**src/rtl/fetch_pkg.sv**
```systemverilog
// rtl/fetch_pkg.sv - shared types and constants for the fetch queue
package fetch_pkg;

    // Width of one stored PC / instruction word; entry_t is sized from it.
    localparam int FETCH_XLEN = 32;

    // Canonical RISC-V nop (addi x0, x0, 0).
    localparam logic [FETCH_XLEN-1:0] NOP_INSTR = 32'h0000_0013;

    // One queue slot: fetch address, returned word and a "word has arrived" flag.
    typedef struct packed {
        logic [FETCH_XLEN-1:0] pc;
        logic [FETCH_XLEN-1:0] instr;
        logic                  filled;
    } entry_t;

endpackage

```
**src/rtl/fetch_queue_if.sv**
```systemverilog
// rtl/fetch_queue_if.sv - PC, instruction-memory and decode handshakes of the fetch queue
interface fetch_queue_if #(
    parameter int XLEN = fetch_pkg::FETCH_XLEN
);

    logic            i_pc_valid;
    logic [XLEN-1:0] i_pc_data;
    logic            o_pc_ready;
    logic            i_flush;

    logic            o_im_req_valid;
    logic [XLEN-1:0] o_im_req_addr;
    logic            i_im_req_ready;
    logic            i_im_rsp_valid;
    logic [XLEN-1:0] i_im_rsp_data;

    logic            o_id_valid;
    logic [XLEN-1:0] o_id_instr;
    logic [XLEN-1:0] o_id_pc;
    logic            i_id_ready;

    // Queue side.
    modport slave (
        input  i_pc_valid, i_pc_data, i_flush,
        input  i_im_req_ready, i_im_rsp_valid, i_im_rsp_data,
        input  i_id_ready,
        output o_pc_ready, o_im_req_valid, o_im_req_addr,
        output o_id_valid, o_id_instr, o_id_pc
    );

    // Surrounding pipeline / memory side.
    modport master (
        output i_pc_valid, i_pc_data, i_flush,
        output i_im_req_ready, i_im_rsp_valid, i_im_rsp_data,
        output i_id_ready,
        input  o_pc_ready, o_im_req_valid, o_im_req_addr,
        input  o_id_valid, o_id_instr, o_id_pc
    );

endinterface

```
**src/rtl/fetch_queue_mem.sv**
```systemverilog
// rtl/fetch_queue_mem.sv - DEPTH-entry slot storage with allocate, fill and read ports
module fetch_queue_mem
    import fetch_pkg::*;
#(
    parameter  int DEPTH = 4,
    localparam int AW    = $clog2(DEPTH)
) (
    input  logic                  clk,
    input  logic                  rstn,
    input  logic                  alloc_en_i,
    input  logic [AW-1:0]         alloc_idx_i,
    input  logic [FETCH_XLEN-1:0] alloc_pc_i,
    input  logic                  fill_en_i,
    input  logic [AW-1:0]         fill_idx_i,
    input  logic [FETCH_XLEN-1:0] fill_instr_i,
    input  logic [AW-1:0]         rd_idx_i,
    output entry_t                rd_entry_o
);

    entry_t mem_q [DEPTH];

    // Allocate and fill always target different slots: fill hits an occupied
    // slot, allocate only ever writes a free one.
    always_ff @(posedge clk) begin
        if (!rstn) begin
            for (int i = 0; i < DEPTH; i++) begin
                mem_q[i] <= '0;
            end
        end else begin
            if (alloc_en_i) begin
                mem_q[alloc_idx_i].pc     <= alloc_pc_i;
                mem_q[alloc_idx_i].filled <= 1'b0;
            end
            if (fill_en_i) begin
                mem_q[fill_idx_i].instr  <= fill_instr_i;
                mem_q[fill_idx_i].filled <= 1'b1;
            end
        end
    end

    assign rd_entry_o = mem_q[rd_idx_i];

endmodule

```
**src/rtl/fetch_queue.sv**
```systemverilog
// rtl/fetch_queue.sv - in-order instruction fetch queue with flush and stale-response dropping
module fetch_queue
    import fetch_pkg::*;
#(
    parameter int XLEN  = FETCH_XLEN,
    parameter int DEPTH = 4
) (
    input  logic          clk,
    input  logic          rstn,
    fetch_queue_if.slave  bus
);

    localparam int             AW      = $clog2(DEPTH);
    localparam int             PW      = AW + 1;
    localparam logic [PW:0]    DEPTH_W = (PW+1)'(DEPTH);

    logic [PW-1:0] alloc_ptr_q, alloc_ptr_d;
    logic [PW-1:0] fill_ptr_q,  fill_ptr_d;
    logic [PW-1:0] rd_ptr_q,    rd_ptr_d;
    logic [PW-1:0] drop_cnt_q,  drop_cnt_d;

    logic [PW-1:0] occupancy;
    logic [PW-1:0] outstanding;
    logic [PW:0]   committed;
    logic          space;
    logic          alloc_en;
    logic          fill_en;
    logic          rsp_drop;
    logic          pop_en;
    entry_t        head;

    // Slots are owed both to live entries and to stale reads still in flight,
    // so both count against space; only registered state is used.
    assign occupancy   = alloc_ptr_q - rd_ptr_q;
    assign outstanding = alloc_ptr_q - fill_ptr_q;
    assign committed   = {1'b0, occupancy} + {1'b0, drop_cnt_q};
    assign space       = committed < DEPTH_W;

    assign bus.o_im_req_valid = bus.i_pc_valid & space & ~bus.i_flush;
    assign bus.o_im_req_addr  = bus.i_pc_data;
    assign bus.o_pc_ready     = bus.o_im_req_valid & bus.i_im_req_ready;
    assign alloc_en           = bus.o_pc_ready;

    // Stale responses are consumed first; a response with nothing owed is ignored.
    assign rsp_drop = bus.i_im_rsp_valid & (drop_cnt_q != '0);
    assign fill_en  = bus.i_im_rsp_valid & (drop_cnt_q == '0) & (outstanding != '0) & ~bus.i_flush;

    assign bus.o_id_valid = (occupancy != '0) & head.filled & ~bus.i_flush;
    assign bus.o_id_instr = head.instr;
    assign bus.o_id_pc    = head.pc;
    assign pop_en         = bus.o_id_valid & bus.i_id_ready;

    // Next-state for pointers and the stale-response counter.
    always_comb begin
        alloc_ptr_d = alloc_ptr_q;
        fill_ptr_d  = fill_ptr_q;
        rd_ptr_d    = rd_ptr_q;
        drop_cnt_d  = drop_cnt_q;
        if (bus.i_flush) begin
            alloc_ptr_d = '0;
            fill_ptr_d  = '0;
            rd_ptr_d    = '0;
            drop_cnt_d  = drop_cnt_q + outstanding;
            if (bus.i_im_rsp_valid && (drop_cnt_d != '0)) begin
                drop_cnt_d = drop_cnt_d - PW'(1);
            end
        end else begin
            if (alloc_en) alloc_ptr_d = alloc_ptr_q + PW'(1);
            if (fill_en)  fill_ptr_d  = fill_ptr_q  + PW'(1);
            if (pop_en)   rd_ptr_d    = rd_ptr_q    + PW'(1);
            if (rsp_drop) drop_cnt_d  = drop_cnt_q  - PW'(1);
        end
    end

    // Pointer and counter registers.
    always_ff @(posedge clk) begin
        if (!rstn) begin
            alloc_ptr_q <= '0;
            fill_ptr_q  <= '0;
            rd_ptr_q    <= '0;
            drop_cnt_q  <= '0;
        end else begin
            alloc_ptr_q <= alloc_ptr_d;
            fill_ptr_q  <= fill_ptr_d;
            rd_ptr_q    <= rd_ptr_d;
            drop_cnt_q  <= drop_cnt_d;
        end
    end

    fetch_queue_mem #(
        .DEPTH (DEPTH)
    ) u_mem (
        .clk          (clk),
        .rstn         (rstn),
        .alloc_en_i   (alloc_en),
        .alloc_idx_i  (alloc_ptr_q[AW-1:0]),
        .alloc_pc_i   (bus.i_pc_data),
        .fill_en_i    (fill_en),
        .fill_idx_i   (fill_ptr_q[AW-1:0]),
        .fill_instr_i (bus.i_im_rsp_data),
        .rd_idx_i     (rd_ptr_q[AW-1:0]),
        .rd_entry_o   (head)
    );

endmodule

```
**src/flat_wrapper.sv**
```systemverilog
// flat-port wrapper written by rule: the top's interface ports become plain ports
module fetch_queue_flat import fetch_pkg::*;
#(
    parameter int XLEN  = FETCH_XLEN,
    parameter int DEPTH = 4
)
  (clk, rstn, bus_i_pc_valid, bus_i_pc_data, bus_i_flush, bus_i_im_req_ready, bus_i_im_rsp_valid, bus_i_im_rsp_data, bus_i_id_ready, bus_o_pc_ready, bus_o_im_req_valid, bus_o_im_req_addr, bus_o_id_valid, bus_o_id_instr, bus_o_id_pc);
  fetch_queue_if #(.XLEN(XLEN)) bus_i ();
  input  logic clk;
  input  logic rstn;
  input wire logic [$bits(bus_i.i_pc_valid)-1:0] bus_i_pc_valid;
  input wire logic [$bits(bus_i.i_pc_data)-1:0] bus_i_pc_data;
  input wire logic [$bits(bus_i.i_flush)-1:0] bus_i_flush;
  input wire logic [$bits(bus_i.i_im_req_ready)-1:0] bus_i_im_req_ready;
  input wire logic [$bits(bus_i.i_im_rsp_valid)-1:0] bus_i_im_rsp_valid;
  input wire logic [$bits(bus_i.i_im_rsp_data)-1:0] bus_i_im_rsp_data;
  input wire logic [$bits(bus_i.i_id_ready)-1:0] bus_i_id_ready;
  output wire logic [$bits(bus_i.o_pc_ready)-1:0] bus_o_pc_ready;
  output wire logic [$bits(bus_i.o_im_req_valid)-1:0] bus_o_im_req_valid;
  output wire logic [$bits(bus_i.o_im_req_addr)-1:0] bus_o_im_req_addr;
  output wire logic [$bits(bus_i.o_id_valid)-1:0] bus_o_id_valid;
  output wire logic [$bits(bus_i.o_id_instr)-1:0] bus_o_id_instr;
  output wire logic [$bits(bus_i.o_id_pc)-1:0] bus_o_id_pc;
  assign bus_i.i_pc_valid = bus_i_pc_valid;
  assign bus_i.i_pc_data = bus_i_pc_data;
  assign bus_i.i_flush = bus_i_flush;
  assign bus_i.i_im_req_ready = bus_i_im_req_ready;
  assign bus_i.i_im_rsp_valid = bus_i_im_rsp_valid;
  assign bus_i.i_im_rsp_data = bus_i_im_rsp_data;
  assign bus_i.i_id_ready = bus_i_id_ready;
  assign bus_o_pc_ready = bus_i.o_pc_ready;
  assign bus_o_im_req_valid = bus_i.o_im_req_valid;
  assign bus_o_im_req_addr = bus_i.o_im_req_addr;
  assign bus_o_id_valid = bus_i.o_id_valid;
  assign bus_o_id_instr = bus_i.o_id_instr;
  assign bus_o_id_pc = bus_i.o_id_pc;
  fetch_queue #(.XLEN(XLEN), .DEPTH(DEPTH)) u_core (.clk(clk), .rstn(rstn), .bus(bus_i));
endmodule
```
**config.mk**
```make
export PLATFORM = sky130hd
export DESIGN_NAME = fetch_queue_flat
export DESIGN_NICKNAME = d
export VERILOG_FILES = /design/src/rtl/fetch_pkg.sv /design/src/rtl/fetch_queue_if.sv /design/src/rtl/fetch_queue_mem.sv /design/src/rtl/fetch_queue.sv /design/src/flat_wrapper.sv
export SDC_FILE = /design/constraint.sdc
export NUM_CORES = 1
export LEC_CHECK = 0
export CAP_MARGIN = 10
export CORE_ASPECT_RATIO = 0.7
export CORE_MARGIN = 2
export CORE_UTILIZATION = 60
export DETAILED_ROUTE_END_ITERATION = 6
export PLACE_DENSITY = 0.85
export SLEW_MARGIN = 20
export SYNTH_ARGS = -nofsm -noshare
export SYNTH_HDL_FRONTEND = slang
export SYNTH_SLANG_ARGS = --single-unit
```
**constraint.sdc**
```tcl
create_clock -name clk -period 15.6 [get_ports clk]
set_input_delay 3.12 -clock clk [delete_from_list [all_inputs] [get_ports clk]]
set_output_delay 3.12 -clock clk [all_outputs]
set_load 0.05 [all_outputs]
```
# Yosys cells after proc, flatten, opt, wreduce, memory -nomap -nowiden
# Memories as Yosys holds them, arrays and structs flattened. A register that Yosys moved wholly into a read port is not among the register bits.
# Index checks and enable logic that the tools add are counted.
[word_totals]
mem_bits_rw = 260
out_inout_bits = 99
wordCells = 55
n_memories = 1
reg_bits = 12
in_bits = 71
[op_classes]
reduce_logical = 10
n_lt_le_gt_ge = 1
bitwise = 12
muxes = 18
addsub = 9
[memory_table]
columns = ["name", "words", "word_bits", "read_ports", "rd_ports_with_merged_regs", "wr", "line", "rtl"]
rows = [
  ["u_core.u_mem.mem_q", 4, 65, 1, 1, 4, "fetch_queue_mem.sv:20", "entry_t mem_q [DEPTH];"],
]
[op_table]
columns = ["cell", "count"]
rows = [
  ["65-bit 2-to-1 mux", 2],
  ["65-bit OR reduction", 2],
  ["2-bit 2-to-1 mux", 6],
  ["3-bit nonzero test", 4],
  ["1-bit bitwise AND", 10],
  ["3-bit by 1-bit adder with 3-bit output (second input constant)", 3],
  ["3-bit 2-to-1 mux", 3],
  ["1-bit 2-to-1 mux", 7],
  ["3-bit by 1-bit subtractor with 3-bit output (second input constant)", 2],
  ["3-bit subtractor", 2],
  ["3-bit by 3-bit adder with 4-bit output", 1],
  ["4-bit by 3-bit < comparator with 1-bit output (second input constant)", 1],
  ["3-bit adder", 1],
  ["3-bit zero test", 1],
  ["1-bit NOT", 2],
  ["2-bit nonzero test", 1],
  ["2-bit OR reduction", 1],
  ["1-bit logical AND", 1],
]

# Longest topological paths before layout
# Gate-level depths: netlist of the first run.
[logic_depth]
depth_word = 11
ltp_mapped = 13
ltp_nobuf = 13

# Modules after synthesis
# A second synthesis of the first run with hierarchy kept.
[hier_totals]
cells_unflattened = 777
hier_area_um2 = 12460.7
[by_module_without_submodules]
columns = ["mod", "area_each_um2", "seq_area_each_um2", "n_inst", "cells_per_inst"]
rows = [
  ["fetch_queue_mem", 11292.1, 7767.4, 1, 647],
  ["fetch_queue", 1168.6, 240.2, 1, 130],
]

# Worst setup path after synthesis of the first run
# No wires, ideal clock.
[synth_path]
kind = "input to output"
from = "input bus_i_flush"
to = "output bus_o_pc_ready"
t_required_ps = 12480
stages = 4
arrival_time_ps = 4139
path_buffers = 1
path_slack_ps = 8341
path_cell_list = "buf_2 -> nor4_4 -> nand4_1 -> inv_1"
[synth_between]
elab_chain_len = 3
[synth_lines]
columns = ["item", "line", "rtl"]
rows = [
  ["start: declaration", "flat_wrapper.sv:13", "input wire logic [$bits(bus_i.i_flush)-1:0] bus_i_flush;"],
  ["1-bit NOT", "fetch_queue.sv:39", "assign bus.o_im_req_valid = bus.i_pc_valid & space & ~bus.i_flush;"],
  ["1-bit bitwise AND", "fetch_queue.sv:39", ""],
  ["1-bit bitwise AND", "fetch_queue.sv:41", "assign bus.o_pc_ready = bus.o_im_req_valid & bus.i_im_req_ready;"],
  ["end: declaration", "flat_wrapper.sv:18", "output wire logic [$bits(bus_i.o_pc_ready)-1:0] bus_o_pc_ready;"],
]
# No other way between the ends.

# Final worst setup path of the first run
[layout_path]
from = "input bus_i_flush"
to = "output bus_o_im_req_valid"
[layout_between]
elab_chain_len = 2
[layout_lines]
columns = ["item", "line", "rtl"]
rows = [
  ["1-bit NOT", "fetch_queue.sv:39", ""],
  ["1-bit bitwise AND", "fetch_queue.sv:39", ""],
  ["end: declaration", "flat_wrapper.sv:19", "output wire logic [$bits(bus_i.o_im_req_valid)-1:0] bus_o_im_req_valid;"],
]
# No other way between the ends.

==> impl_results.md, run 1 <==
* Hold Path Depth at 2
* Post-route DRC at 0
* Clock-pin slew on the worst setup and hold paths at 0.06 ns
* Gpl congestion at 0.804
* Met3 usage at 0.0338
* Ports at 170
* Remaining Overflow, GRT at 0
* Worst Setup Path Type: in2out
* Routing usage on met2 at 0.383
* Hold Path End: u_core.u_mem.mem_q[1][0]$_SDFFE_PP1P_
* Synth top area share at 0.613
* R2R Setup Slk at 11.78 ns
* Clk_lat worst skew at 0.52 ns
* Area Overhead vs Synth at 19.4%
* DRT Wirelength at 24300 µm
* Worst slew pin tran at 0.972 ns
* Chip Height at 125 µm
* CTS tree: done
* Highest fanout seen on the critical path at 9
* Die width at 177 µm
* Reg2reg start: u_core.alloc_ptr_q[0]$_SDFFE_PP0P_
* R2R Path End: u_core.u_mem.mem_q[0][34]$_SDFFCE_PN0P_
* P_leak at 5.42 nW
* Final Hold Vio Count at 0
* Worst path arrival time at 5.37 ns
* Endpoints failing setup at 0
* Max Slew Vio Count at 0
* Fin Clk Skew at 0.00990 ns
* Min-delay src: u_core.u_mem.mem_q[1][0]$_SDFFE_PP1P_
* FF+latch count, synth at 274
* PwrDens at 104 nW/µm²
* Post-Syn Area at 12500 µm²
* Commonest cells in the synthesized netlist: and2_1, edfxtp_1, mux4_2
* Post-synthesis cell type count at 43
* Final cycle utilization of the critical path at 0.544
* FMAX at 118 MHz
* Iter 0 DRT Violations at 471
* Compound-Gate Fraction of Synth Area at 0.0127
* Slowest cell on crit path: clkdlybuf4s50_1
* Top cells by area, synth: edfxtp_1, and2_1, mux4_2, dfxtp_1, buf_4
* Core area at 20600 µm²
* Top_reg_cell synth: edfxtp_1
* Routed Antenna Nets at 0
* PortBufs at 169
* Biggest area consumer among synthesized cells: edfxtp_1
* Dpl hpwl at 14600 µm
* Post-synthesis sequential area ratio at 0.642
* Vias per Instance at 5.58
* Yosys warns at 0
* Cts repair resizes at 0
* Core Util, Final at 0.727
* Vias in the first global route at 7126
* Crit path capture type: output port
* Die ar. at 22100 µm²
* CTS root buffer: clkbuf_16
* Min Tclk post-route at 8.49 ns
* Initial antenna violation count at 0
* Slew Limit Headroom at 0.352
* RSZ-0062 raised after global routing: no
* Syn avg cell area at 15.9 µm²
* Final nets at 1009
* Setup TNS at 0 ns
* Adder-cell area share of the yosys netlist at 0.0198
* Main combinational cell family by area after synthesis: simple AND/OR/NAND/NOR gates
* Fillcell total at 1308
* Post-synth EDFFs at 256
* CTS Hold Bufs at 0
* First-pass detailed-route iteration total at 5
* Syn Nets at 877
* Grt peak-use layer: met2
* Total CTS buffers at 25
* M1 GR Usage at 0.320
* FF-to-FF path depth at 11
* Critical Path, Cell by Cell: clkdlybuf4s50_1 > nor4_4 > nand3_2 > inv_1 > clkdlybuf4s50_1
* Synth Area in Simple Gates at 0.150
* Layout Cells excl Fill at 1215
* Drt wl/cell at 20.0 µm
* # diodes at 0
* H-tree depth at 1
* Max-cap violations at 0
* Run status: complete, no violations
* Startpoint Class: input port
* Largest net degree at the start of global routing at 66
* Via count at 6783
* Initial Utilization at 0.609
* Inst Count DP at 1168
* Synth Area in XOR/XNOR at 0.00988
* Proportion of synthesized area in mux cells at 0.119
* Post-synthesis cell count at 788
* Type of the tightest min-delay check: reg2reg
* Most frequent CP cell: clkdlybuf4s50_1
* Global-route wire length before repair at 38600 µm
* WP data required at 12.48 ns
* CP max stage delay at 0.82 ns
* Row cnt at 44
* GR Util All Layers at 0.228
* Clk buf depth at 3
* Worst vdd ir at 0.0653 mV
* Layout cells sized above 1 at 0.135
* Postcts setup bufs at 0
* Post-synth ARST share at 0
* CTS Sinks at 274
## per-layer routing
layer  vias up  part of all wire
li1       3104                 -
met1      3413              0.43
met2       230              0.49
met3        36             0.060
met4         0             0.021
met5         -                 0
## sequential cells by signal (all words and copies together), names as in the netlist, named ones only
signal,cells
u_core.rd_ptr_q,3
u_core.alloc_ptr_q,3
u_core.drop_cnt_q,3
u_core.fill_ptr_q,3
u_core.u_mem.mem_q,260
## logic make-up (layout without fill, tap and decap cells)
logic type,count (synthesis),in the layout
simple gates,301,301
flops,274,274
buf+inv,95,246
mux,68,68
compound gates,21,21
fa+ha+maj,18,18
xor+xnor,11,11
## final cells by class
cell class	instances	area [µm²]	share of cell area
Clock buffer	37	681	0.0455
Clock inverter	9	70.1	0.00468
Inverter	19	71.3	0.00477
Multi-Input combinational cell	419	3960	0.264
Sequential cell	274	8060	0.538
Tap cell	276	345	0.0231
Timing Repair Buffer	181	1790	0.120
## layout by cell type (no fill, tap or decap), drive strengths merged, types with 2 or more instances in the layout
cell type / Yosys / layout
a31o: 2 / 2
nor2: 9 / 9
nand2b: 7 / 7
mux4: 65 / 65
o211a: 3 / 3
edfxtp: 256 / 256
buf: 53 / 12
clkdlybuf4s50: 0 / 169
fa: 3 / 3
clkinv: 0 / 7
nor4: 2 / 2
clkbuf: 23 / 37
o211ai: 2 / 2
a21oi: 4 / 4
dfxtp: 18 / 18
and2: 256 / 256
o21ai: 4 / 4
inv: 19 / 20
xnor2: 7 / 7
nand2: 10 / 10
xnor3: 2 / 2
or3: 3 / 3
nand3: 3 / 3
ha: 15 / 15
and3: 4 / 4
xor2: 2 / 2
nand4: 2 / 2
mux2i: 3 / 3
o21bai: 2 / 2
## report_power, final
part	switching (W)	total [W]	internal (W)
Combinational	0.0000923	0.000150	0.0000576
Sequential	0.00000841	0.000837	0.000828
Clock	0.000250	0.000569	0.000319
## how the worst max path moves through the flow
stage                      startpoint                  to  slack (ns)  cells after the start
final                     bus_i_flush  bus_o_im_req_valid        7.11                      5
after global routing      bus_i_flush  bus_o_im_req_valid        6.99                      5
after CTS                 bus_i_flush  bus_o_im_req_valid        7.12                      5
after detailed placement  bus_i_flush  bus_o_im_req_valid        7.13                      5
after global placement    bus_i_flush  bus_o_im_req_valid        7.16                      5
after floorplan           bus_i_flush      bus_o_pc_ready        8.34                      4
## critical path: cells and delay by family
family	cells	cell delay (ns)
buffers and inverters	3	1.60
AND/OR/NAND/NOR	2	0.64
## per-stage QoR
| step | setup WS [ns] | cell area (µm²) | power (W) | hold slack [ns] |
|---|---|---|---|---|
| floorplan | 8.34 | 12500 | 0.000943 | 0.436 |
| global placement | 7.16 | 14200 | 0.000999 | 0.452 |
| detailed placement | 7.13 | 14200 | 0.00100 | 0.466 |
| CTS | 7.12 | 15000 | 0.00157 | 0.477 |
| global route | 6.99 | 15000 | 0.00160 | 0.492 |
| finish | 7.11 | 15000 | 0.00156 | 0.474 |
Note: power is estimated with default switching activity, not from simulation.
==> run 2: changes to the inputs <==
--- a/config.mk
+++ b/config.mk
@@ -8,9 +8,9 @@
 export CAP_MARGIN = 10
 export CORE_ASPECT_RATIO = 0.7
 export CORE_MARGIN = 2
-export CORE_UTILIZATION = 60
+export CORE_UTILIZATION = 50
 export DETAILED_ROUTE_END_ITERATION = 6
-export PLACE_DENSITY = 0.85
+export PLACE_DENSITY = 0.76
 export SLEW_MARGIN = 20
 export SYNTH_ARGS = -nofsm -noshare
 export SYNTH_HDL_FRONTEND = slang
==> constraint.sdc (replaced) <==
create_clock -name clk -period 7.8 [get_ports clk]
set_input_delay 1.56 -clock clk [delete_from_list [all_inputs] [get_ports clk]]
set_output_delay 1.56 -clock clk [all_outputs]
set_load 0.05 [all_outputs]
==> run 2 against run 1 <==
  * Utilization down 11 points
  * Combinational power up 100%
  * Final cell count up 4.4%
  * Total power up 110%
  * Setup slack worse by 4.7 ns
  * Largest power group unchanged
  * Highest routed layer unchanged
==> impl_results.md, run 2 (same netlist as run 1, synthesis figures left out) <==
* Run status: complete, no violations
* Fin Clk Skew at 0.0113 ns
* P_leak at 5.49 nW
* Die width at 193 µm
* Hold WS at 0.469 ns
* Routing usage on met2 at 0.315
* Min Tclk post-route at 5.36 ns
* Clk buf depth at 3
* Layout Cells excl Fill at 1268
* Setup TNS at 0 ns
* Crit path capture type: output port
* Layout cells sized above 1 at 0.144
* FMAX at 186 MHz
* Type of the tightest min-delay check: reg2reg
* DP Area at 14300 µm²
* Largest net degree at the start of global routing at 66
* RSZ-0062 raised after global routing: no
* Cts repair resizes at 0
* Worst slew pin tran at 0.981 ns
* Max Slew Vio Count at 0
* Via count at 6598
* PwrDens at 216 nW/µm²
* Startpoint Class: input port
* Clock-pin slew on the worst setup and hold paths at 0.06 ns
* Remaining Overflow, GRT at 0
* Initial Utilization at 0.509
* Global-route wire length before repair at 39300 µm
* Worst path arrival time at 3.80 ns
* Met3 usage at 0.0315
* Final nets at 1011
* Worst vdd ir at 0.146 mV
* Worst Setup Path Type: in2out
* Dpl hpwl at 15200 µm
* Inst Count DP at 1218
* DRT Wirelength at 24900 µm
* Core area at 24600 µm²
* Final cycle utilization of the critical path at 0.687
* Vias in the first global route at 7050
* Area Overhead vs Synth at 20.9%
* M1 GR Usage at 0.272
* Row cnt at 48
* Final Hold Vio Count at 0
* Vias per Instance at 5.20
* Iter 0 DRT Violations at 384
* PortBufs at 169
* GR Util All Layers at 0.192
* Tot Pwr at 0.00328 W
* Slew Limit Headroom at 0.346
* H-tree depth at 1
* CTS Hold Bufs at 0
* Design Area, Final at 15200 µm²
* Grt peak-use layer: met2
* Highest fanout seen on the critical path at 9
* CTS root buffer: clkbuf_16
* Clk_lat worst skew at 0.53 ns
* Total CTS buffers at 27
* CTS Sinks at 274
* Max-cap violations at 0
* Ports at 170
* Biggest register: u_core.u_mem.mem_q
* Die ar. at 26400 µm²
* Number of flip-flops in the largest register at 260
* # diodes at 0
* Chip Height at 136 µm
* CTS tree: done
* Gpl congestion at 0.805
* Postcts setup bufs at 0
* Drt wl/cell at 19.7 µm
* Routed Antenna Nets at 0
* Commonest non-fill, non-tap cells in the layout: and2_1, edfxtp_1, clkdlybuf4s50_1
* Post-route DRC at 0
* WP data required at 6.24 ns
* Initial antenna violation count at 0
* Endpoints failing setup at 0
* First-pass detailed-route iteration total at 4
==> run 2: cell types whose count changed in the layout (fill, tap and decap cells not counted), sizes merged <==
cell,delta
clkbuf,-5
clkinv,+5
bufinv,+3
inv,+1
==> run 2: path summary, 6_finish.rpt <==
check,start,to,slack (ns),cells past startpoint
setup reg to reg,u_core.alloc_ptr_q[0]$_SDFFE_PP0P_,u_core.u_mem.mem_q[0][59]$_SDFFCE_PN0P_,4.03,11
hold / removal,u_core.u_mem.mem_q[1][0]$_SDFFE_PP1P_,u_core.u_mem.mem_q[1][0]$_SDFFE_PP1P_,0.47,2
hold reg to reg,u_core.u_mem.mem_q[1][0]$_SDFFE_PP1P_,u_core.u_mem.mem_q[1][0]$_SDFFE_PP1P_,0.47,2
setup / recovery,bus_i_flush,bus_o_im_req_valid,2.44,5
==> run 2: worst max-delay path, cell delays in order <==
cell and delay, ns:
clkdlybuf4s50_1 0.58, nor4_4 0.36, nand3_2 0.29, inv_1 0.19
clkdlybuf4s50_1 0.82
==> run 2: metal layers <==
metal	up-vias	share of wire
met2	141	0.49
met5	-	0
met1	3315	0.45
met3	31	0.039
li1	3111	-
met4	0	0.017
==> run 2: report_power, final <==
part           switching [W]  total, W  internal [W]
Clock               0.000537   0.00131      0.000770
Combinational       0.000185  0.000300      0.000115
Sequential         0.0000168   0.00167       0.00166
==> run 2: per-stage QoR <==
stage,util,setup WS (ns)
after global placement,0.580,2.47
after floorplan,-,2.71
after global routing,0.616,2.22
after CTS,0.616,2.42
after detailed placement,0.580,2.44
final,0.616,2.44
==> run 2: cell type report <==
class                      instances  area, µm²
tap                              325        407
sequential                       274       8060
clock buffer                      32        694
clock inverter                    18        195
multi-input combinational        419       3960
fill                            1874       9460
inverter                          19       71.3
timing repair buffer             181       1780
